<file path="config.mk">
export PLATFORM = sky130hd
export DESIGN_NAME = serial_sub_ctrl
export DESIGN_NICKNAME = d
export VERILOG_FILES = /design/src/rtl/serial_sub_ctrl.sv
export SDC_FILE = /design/constraint.sdc
export NUM_CORES = 1
export LEC_CHECK = 0
export ABC_AREA = 1
export CELL_PAD_IN_SITES_DETAIL_PLACEMENT = 0
export CELL_PAD_IN_SITES_GLOBAL_PLACEMENT = 2
export CORE_AREA = 2 2 74 104
export DETAILED_ROUTE_END_ITERATION = 6
export DIE_AREA = 0 0 76 106
export GPL_TIMING_DRIVEN = 1
export PLACE_DENSITY_LB_ADDON = 0.1
export REMOVE_ABC_BUFFERS = 1
export SLEW_MARGIN = 20
export SYNTH_ARGS = -nofsm -noshare
export SYNTH_HDL_FRONTEND = slang
export SYNTH_SLANG_ARGS = --single-unit
</file>
<file path="constraint.sdc">
create_clock -name clk -period 1.4 [get_ports clk]
set_clock_uncertainty 0.15 [all_clocks]
set_input_delay 0.42 -clock clk [delete_from_list [all_inputs] [get_ports clk]]
set_output_delay 0.42 -clock clk [all_outputs]
set_load 0.05 [all_outputs]
</file>
<file path="src/rtl/serial_sub_ctrl.sv">
// serial_sub_ctrl
//   Bit-serial subtractor controller. It computes a - b - bin over WIDTH bits
//   with a single full-subtractor bit cell, one bit per clock, LSB first.
//
//   Ports
//     clk        rising-edge clock
//     rst_n      synchronous active-low reset
//     start      request, sampled only while idle
//     a, b, bin  minuend, subtrahend and borrow-in, latched on the accepting edge
//     busy       high while running and during the done cycle
//     done       one-cycle completion pulse
//     diff       result a-b-bin mod 2**WIDTH, held until the next completion
//     borrow_out final borrow out of the MSB cell (1 iff a < b+bin)
//
//   state  | meaning
//   IDLE   | waiting for start
//   RUN    | one bit cell evaluation per clock, WIDTH clocks
//   DONE   | result published, done high for this one cycle
module serial_sub_ctrl #(
    parameter int WIDTH = 8,
    parameter int CW    = 5
) (
    input  logic             clk,
    input  logic             rst_n,
    input  logic             start,
    input  logic [WIDTH-1:0] a,
    input  logic [WIDTH-1:0] b,
    input  logic             bin,
    output logic             busy,
    output logic             done,
    output logic [WIDTH-1:0] diff,
    output logic             borrow_out
);

    typedef enum logic [1:0] {
        S_IDLE = 2'b00,
        S_RUN  = 2'b01,
        S_DONE = 2'b10
    } state_t;

    localparam logic [CW-1:0] LAST_BIT = CW'(WIDTH - 1);

    state_t           state_q;
    logic [WIDTH-1:0] a_q;
    logic [WIDTH-1:0] b_q;
    logic [WIDTH-1:0] res_q;
    logic             brw_q;
    logic [CW-1:0]    cnt_q;
    logic             busy_q;
    logic             done_q;
    logic [WIDTH-1:0] diff_q;
    logic             bout_q;

    logic             cell_diff_d;
    logic             cell_brw_d;
    logic [WIDTH-1:0] res_d;

    // Shared full-subtractor cell on the operand LSBs; its diff bit enters the
    // result register at the MSB so that after WIDTH shifts bit 0 sits at bit 0.
    always_comb begin
        cell_diff_d = a_q[0] ^ b_q[0] ^ brw_q;
        cell_brw_d  = (~a_q[0] & b_q[0]) | (~(a_q[0] ^ b_q[0]) & brw_q);
        res_d       = {cell_diff_d, res_q[WIDTH-1:1]};
    end

    always_ff @(posedge clk) begin
        if (!rst_n) begin
            state_q <= S_IDLE;
            a_q     <= '0;
            b_q     <= '0;
            res_q   <= '0;
            brw_q   <= 1'b0;
            cnt_q   <= '0;
            busy_q  <= 1'b0;
            done_q  <= 1'b0;
            diff_q  <= '0;
            bout_q  <= 1'b0;
        end else begin
            case (state_q)
                S_IDLE: begin
                    if (start) begin
                        a_q     <= a;
                        b_q     <= b;
                        brw_q   <= bin;
                        cnt_q   <= '0;
                        busy_q  <= 1'b1;
                        state_q <= S_RUN;
                    end
                end
                S_RUN: begin
                    a_q   <= a_q >> 1;
                    b_q   <= b_q >> 1;
                    brw_q <= cell_brw_d;
                    res_q <= res_d;
                    cnt_q <= cnt_q + CW'(1);
                    if (cnt_q == LAST_BIT) begin
                        diff_q  <= res_d;
                        bout_q  <= cell_brw_d;
                        done_q  <= 1'b1;
                        state_q <= S_DONE;
                    end
                end
                S_DONE: begin
                    done_q  <= 1'b0;
                    busy_q  <= 1'b0;
                    state_q <= S_IDLE;
                end
                // Unused encoding: return to idle, leave outputs untouched.
                default: begin
                    state_q <= S_IDLE;
                end
            endcase
        end
    end

    assign busy       = busy_q;
    assign done       = done_q;
    assign diff       = diff_q;
    assign borrow_out = bout_q;

endmodule

</file>
**After elaboration in Yosys (flattened, before gate mapping)**

Index checks and enable logic that the tools add are counted.

- Flip-flop bits (word level): 43
- Input bits: 20
- Word-level logic and storage cells: 47

- Add/subtract/negate cells: 1
- Equal/unequal tests: 5
- Muxes and demuxes: 15
- Bitwise logic cells: 7
- Reductions and logical operators: 9

Operators by type and width:

| cell | number |
|---|---|
| $pmux W8 S2 | 2 |
| $mux W8 | 2 |
| $pmux W5 S2 | 1 |
| $reduce_and A2 Y1 | 5 |
| $pmux W1 S2 | 3 |
| $reduce_bool A2 Y1 | 3 |
| $add A5 B1 Y5 const B | 1 |
| $eq A5 B3 Y1 const B | 1 |
| $mux W5 | 1 |
| $mux W2 | 2 |
| $ne A2 B2 Y1 const B | 2 |
| $pmux W2 S2 | 1 |
| $mux W1 | 3 |
| $and A1 B1 Y1 | 2 |
| $eq A2 B1 Y1 const B | 1 |
| $eq A2 B2 Y1 const B | 1 |
| $logic_not A2 Y1 | 1 |
| $not A1 Y1 | 2 |
| $xor A1 B1 Y1 | 2 |
| $or A1 B1 Y1 | 1 |

**Logic depth before layout (Yosys ltp)**

Gate-level depths: netlist (run 1).

- Depth after elaboration: 5
- Depth in mapped cells: 7
- Gate-level depth less buffers: 7

**Least setup slack after synthesis (run 1)**

OpenSTA, ideal clock, no wires.

- Path kind: reg-to-reg
- Start point: reg cnt_q[0]
- End point: reg diff_q[0] (netlist: diff[0])
- Arrival time: 1.120 ns
- Setup slack: 0.017 ns
- Cell stages (with the launch flop): 8
- Clock period less this slack: 1.383 ns
- Cell sequence: dfxtp_1 ha_1 nand2_1 inv_1 nand3_1 buf_2 nor2_1 nor2_1

- Word-level cells in the longest chain between the ends: 2

Ends and longest elaborated chain:

| what | RTL line | RTL |
|---|---|---|
| start, declared | 48 | `logic [CW-1:0] cnt_q;` |
| start signal, assigned | 95 | `cnt_q <= cnt_q + CW'(1);` |
| $eq A5 B3 Y1 | 96 | `if (cnt_q == LAST_BIT) begin` |
| $reduce_and A2 Y1 (no line) | -- |  |
| end signal, assigned | 97 | `diff_q <= res_d;` |
| end, declared | 51 | `logic [WIDTH-1:0] diff_q;` |

No other way between the ends.
A chain may end at the register's enable or synchronous reset.

**Final worst setup path (run 1)**

- Start point: reg diff_q[5] (netlist: diff[5])
- End point: out diff[5]

RTL lines:

| what | RTL line | RTL |
|---|---|---|
| end, declared | 31 | `output logic [WIDTH-1:0] diff,` |

No word-level cell between the ends.

==> flow_summary.ini, run 1 <==
[status]
status = finished, final reports clean

[global_route]
grt_pass1_wl_mm = 7.52
grt_overflow = 0
grt_pass1_vias = 1594
grtUsageTotal_pct = 11.8
antenna_found_initial = 0
grt_max_degree = 36

[timing]
fmax_ghz = 0.733
fin_crit_sh_pct = 97.4
worst_pin_slew_ps = 302
hold_viol = 0
relSlewSlack_pct = 79.9
timing.final.crit_period_ps = 1360
setup_viol = 0
final.setup.tns_ps = 0
slew_violations = 0
hold_slack_ps = 306
rsz0062_at_grt = true

[floorplanning]
chipHeight_um = 106
die_w_um = 76
rows = 37
core_um2 = 7180
start_util_pct = 24.9
die_area_um2 = 8060
design.portCount = 31

[layout]
syn_to_final_growth_pct = 49.9
final_common_cell = nand2_1
n_antenna_cell = 0
drive_above_1_share_pct = 23.4
layout_common_cells = 71 x nand2_1, 51 x nor2_1, 28 x dfxtp_1
fillers = 729
nets = 320

[worst_setup_path]
startpoint = diff[5]
critPathTopFamily = flip-flops
required_ps = 830
critPathMaxStageDelay_ps = 360
critPathSlowestCell = dfxtp_2
critPathKind = reg -> out
critPathCaptureType = output pin
crit_path_start_kind = register
crit_chain = buf_12
worst-path-buf-inv = 1
path_max_fanout = 2
reg2reg_from = cnt_q[1]
crit_arrival_ps = 790

[clocking]
hold_buffers = 0
cts-root-buf = clkbuf_8
cts_buffer_depth = 2
clk_pin_slew_ps = 80
cts_tree = yes
cts_max_level = 2
clk_latency_ps = 300
clock_sinks = 42
cts-buffers-inserted = 5

[logic_synthesis]
syn_area_um2 = 1790
post_synth_num_cell_types = 22
syn_inst = 252
yosysWarnings = 0
syn_area_per_cell_um2 = 7.10
synth_seq_area_share_pct = 47.0
ys_seq_elements = 42

[route]
first_pass_iters = 4
wirelength_mm = 4.58
drt_iter0_markers = 54
drc = 0
via_per_inst = 4.06
antenna_left = 0
route.vias.total = 1607
wl_per_cell_um = 11.6

[min_path]
hold_path.class = reg -> reg
min_from = res_q[2]

[placed_design]
gp_congestion = 0.728
io_buffers = 30
dp_hpwl_mm = 2.98

[run]
cap_violations = 0

[power]
power_density_nw_per_um2 = 1070
leakage_nw = 1.19
peakVddDrop_mv = 0.603
==> repair_timing <==
action,4_1_cts,5_1_grt
buffers inserted,0,1
cloned,1,2
endpoints found under the hold margin,0,0
resized for setup,17,14
setup endpoints to repair,32,17
pin swaps,1,10
==> sequential cells by signal (all words and copies together), names as in the netlist <==
register,flops
a_q,8
b_q,8
diff,8
res_q,7
cnt_q,5
state_q,2
borrow_out,1
brw_q,1
busy,1
done,1
==> stage by stage <==
stage               worst slack [ps]  power, mW  cell area, um2  utilization, %  instances
floorplan                       -344       1.49            1710               -        241
global placement                -362       1.69            2410            33.6        384
detailed placement              -375       1.69            2410            33.6        384
CTS                             21.3       2.91            2590            36.1        393
global route                   -34.9       3.03            2680            37.4        396
finish                          36.0       2.88            2680            37.4        396
==> cells in the mapped netlist (all sizes together) <==
| cell | count | area share [%] |
|---|---|---|
| clkbuf | 1 | 0.21 |
| dfxtp | 42 | 47 |
| nor2 | 54 | 12 |
| nand2 | 76 | 16 |
| nor3 | 10 | 3.6 |
| o21ai | 14 | 3.9 |
| a21oi | 7 | 2.0 |
| a31oi | 1 | 0.35 |
| buf | 10 | 4.4 |
| ha | 1 | 0.70 |
| nand3 | 12 | 3.4 |
| fa | 1 | 1.1 |
| nand4 | 1 | 0.35 |
| inv | 22 | 4.6 |
==> kinds of logic (layout without fill, tap and decap cells) <==
logic type	Yosys count	after routing	synth area share, %
AND/OR/NAND/NOR	153	154	35.7
buffers and inverters	33	79	9.23
adder cells (fa/ha/maj)	2	2	1.82
AO/OA/AOI/OAI	22	22	6.22
flip-flops	42	42	47.0
==> cell type report <==
class	count	area [um2]	area share [%]
Clock inverter	2	60.1	2.24
Timing Repair Buffer	49	647	24.1
Clock buffer	6	82.6	3.08
Tap cell	97	121	4.53
Sequential cell	42	858	32.0
Multi-Input combinational cell	178	830	30.9
Inverter	22	82.6	3.08
==> final timing paths <==
check             endpoint  slack [ps]  depth (start not counted)
setup / recovery   diff[5]          40                          1
hold / removal     diff[1]         310                          2
setup reg to reg   diff[1]          70                          7
hold reg to reg    diff[1]         310                          2
==> layer usage <==
| metal | share of wire, % | GRT usage [%] |
|---|---|---|
| met4 | 1.6 | 4.68 |
| met3 | 3.2 | 2.72 |
| met2 | 52 | 22.3 |
| met5 | 0 | 0 |
| met1 | 43 | 12.7 |
==> power by group <==
part,internal [mW],switching (mW)
clock,0.761,0.441
sequential,1.26,0.0381
combinational,0.182,0.192
Power figures use the tool's default switching activity.
==> run 2: changes to the inputs <==
CTS_CLUSTER_DIAMETER = 150   (was not set)
RECOVER_POWER = 100   (was not set)
==> run 2 against run 1 <==
  * First-iteration DRC count fell by 11%
  * Largest power group unchanged
  * Clock power hardly changed
  * Flip-flop and latch count unchanged
  * Fmax about the same
  * Critical path type unchanged
  * Global-route usage unchanged
  * Wire length decreased by 0.17%
  * Cell area down 0.65%
  * Die area unchanged
==> flow_summary.ini, run 2 (same netlist as run 1, synthesis figures left out) <==
[global_route]
met3_usage_pct = 2.72
grt_most_used_layer = met2
grt_max_degree = 36
grt_pass1_wl_mm = 7.52
gr-usage-met2_pct = 22.3
grt_overflow = 0
grtUsageTotal_pct = 11.8
antenna_found_initial = 0
use_met1_pct = 12.7
grt_pass1_vias = 1594

[power]
power.total_mw = 2.86
leakage_nw = 1.18
clock_power_share_pct = 41.9
pwr-share-seq_pct = 45.3
peakVddDrop_mv = 0.603
p_comb_share_pct = 12.7
netSwitchingPower_mw = 0.669
power.internal_mw = 2.20
power_density_nw_per_um2 = 1080
switching_share_pct = 23.3

[floorplanning]
start_util_pct = 24.9
design.portCount = 31
rows = 37
core_um2 = 7180
die_w_um = 76
chipHeight_um = 106
die_area_um2 = 8060

[layout]
layout_common_cells = 71 x nand2_1, 51 x nor2_1, 28 x dfxtp_1
drive_above_1_share_pct = 23.1
final_common_cell = nand2_1
syn_to_final_growth_pct = 48.9
fillers = 731
n_antenna_cell = 0
nets = 320
finalInstanceArea_um2 = 2660
multi_input_area_um2 = 830
seq_area_um2 = 858

[clocking]
cts_max_level = 2
cts-buffers-inserted = 5
cts-root-buf = clkbuf_8
cts_tree = yes
clk_pin_slew_ps = 80
clock_sinks = 42
hold_buffers = 0
cts_buffer_depth = 2
clk_latency_ps = 300

[worst_setup_path]
worst-path-buf-inv = 1
critPathCaptureType = output pin
reg2reg_from = state_q[1]
critPathTopFamily = flip-flops
critPathMaxStageDelay_ps = 360
startpoint = busy
critPathKind = reg -> out
required_ps = 830
path_max_fanout = 2
crit_chain = buf_12
crit_arrival_ps = 790
crit_path_start_kind = register
critPathSlowestCell = dfxtp_2

[route]
route.vias.total = 1609
drc = 0
wirelength_mm = 4.57
antenna_left = 0
first_pass_iters = 3
drt_iter0_markers = 48
via_per_inst = 4.06
wl_per_cell_um = 11.5

[placed_design]
gp_congestion = 0.728
io_buffers = 30
placed_area_um2 = 2410
dp_hpwl_mm = 2.98

[timing]
timing.final.crit_period_ps = 1360
fmax_ghz = 0.733
fin_crit_sh_pct = 97.4
hold_slack_ps = 306
relSlewSlack_pct = 79.9
hold_viol = 0
rsz0062_at_grt = true
worst_pin_slew_ps = 302
slew_violations = 0
setup_viol = 0

[run]
cap_violations = 0

[min_path]
min_from = res_q[2]
hold_path.class = reg -> reg

[status]
status = finished, final reports clean
-- run 2: changes by cell type in the layout (fill, tap and decap cells not counted), sizes merged --
cell	previous run	this run
clkbuf	8	11
buf	28	25
-- run 2: tightest hold or removal path: cells and delay by family, from the launching register on --
kind / cells / cell delay (ps)
DFF: 1 / 320
and+or+nand+nor: 2 / 100
-- run 2: timing repair --
action,in CTS,in global routing
pin swaps,1,10
setup endpoints to repair,32,17
resized for setup,17,14
gates cloned,1,2
buffers inserted,0,1
-- run 2: path summary, 6_finish.rpt --
kind                  end  slack [ps]  cells past startpoint
hold / removal    diff[1]         310                      2
setup / recovery     busy          40                      1
hold reg to reg   diff[1]         310                      2
setup reg to reg   a_q[1]          60                      6
-- run 2: layer usage --
layer | routed length, um | vias up
met1 | 1940 | 710
met5 | 0 | -
met4 | 75 | 0
li1 | - | 866
met3 | 180 | 6
met2 | 2380 | 27
-- run 2: power groups by stage --
stage | logic [mW] | registers, mW | clock network (mW)
6_report | 0.364 | 1.30 | 1.20
5_1_grt | 0.416 | 1.31 | 1.30
4_1_cts | 0.372 | 1.30 | 1.24
3_5_place_dp | 0.369 | 1.32 | 0
3_3_place_gp | 0.368 | 1.32 | 0
2_1_floorplan | 0.170 | 1.32 | 0
-- run 2: layout make-up --
cell class	count	area share, %
sequential	42	32.2
timing repair buffer	49	23.6
tap	97	4.56
multi-input combinational	178	31.1
clock inverter	2	2.25
inverter	22	3.10
clock buffer	6	3.10
-- run 2: per-stage QoR --
step | setup TNS, ps | util, % | instances | setup WS (ps)
finish | 0 | 37.1 | 396 | 36.6
global route | -237 | 37.1 | 396 | -34.9
CTS | 0 | 36.1 | 393 | 21.3
detailed placement | -11370 | 33.6 | 384 | -375
global placement | -11330 | 33.6 | 384 | -362
floorplan | -3440 | - | 241 | -344
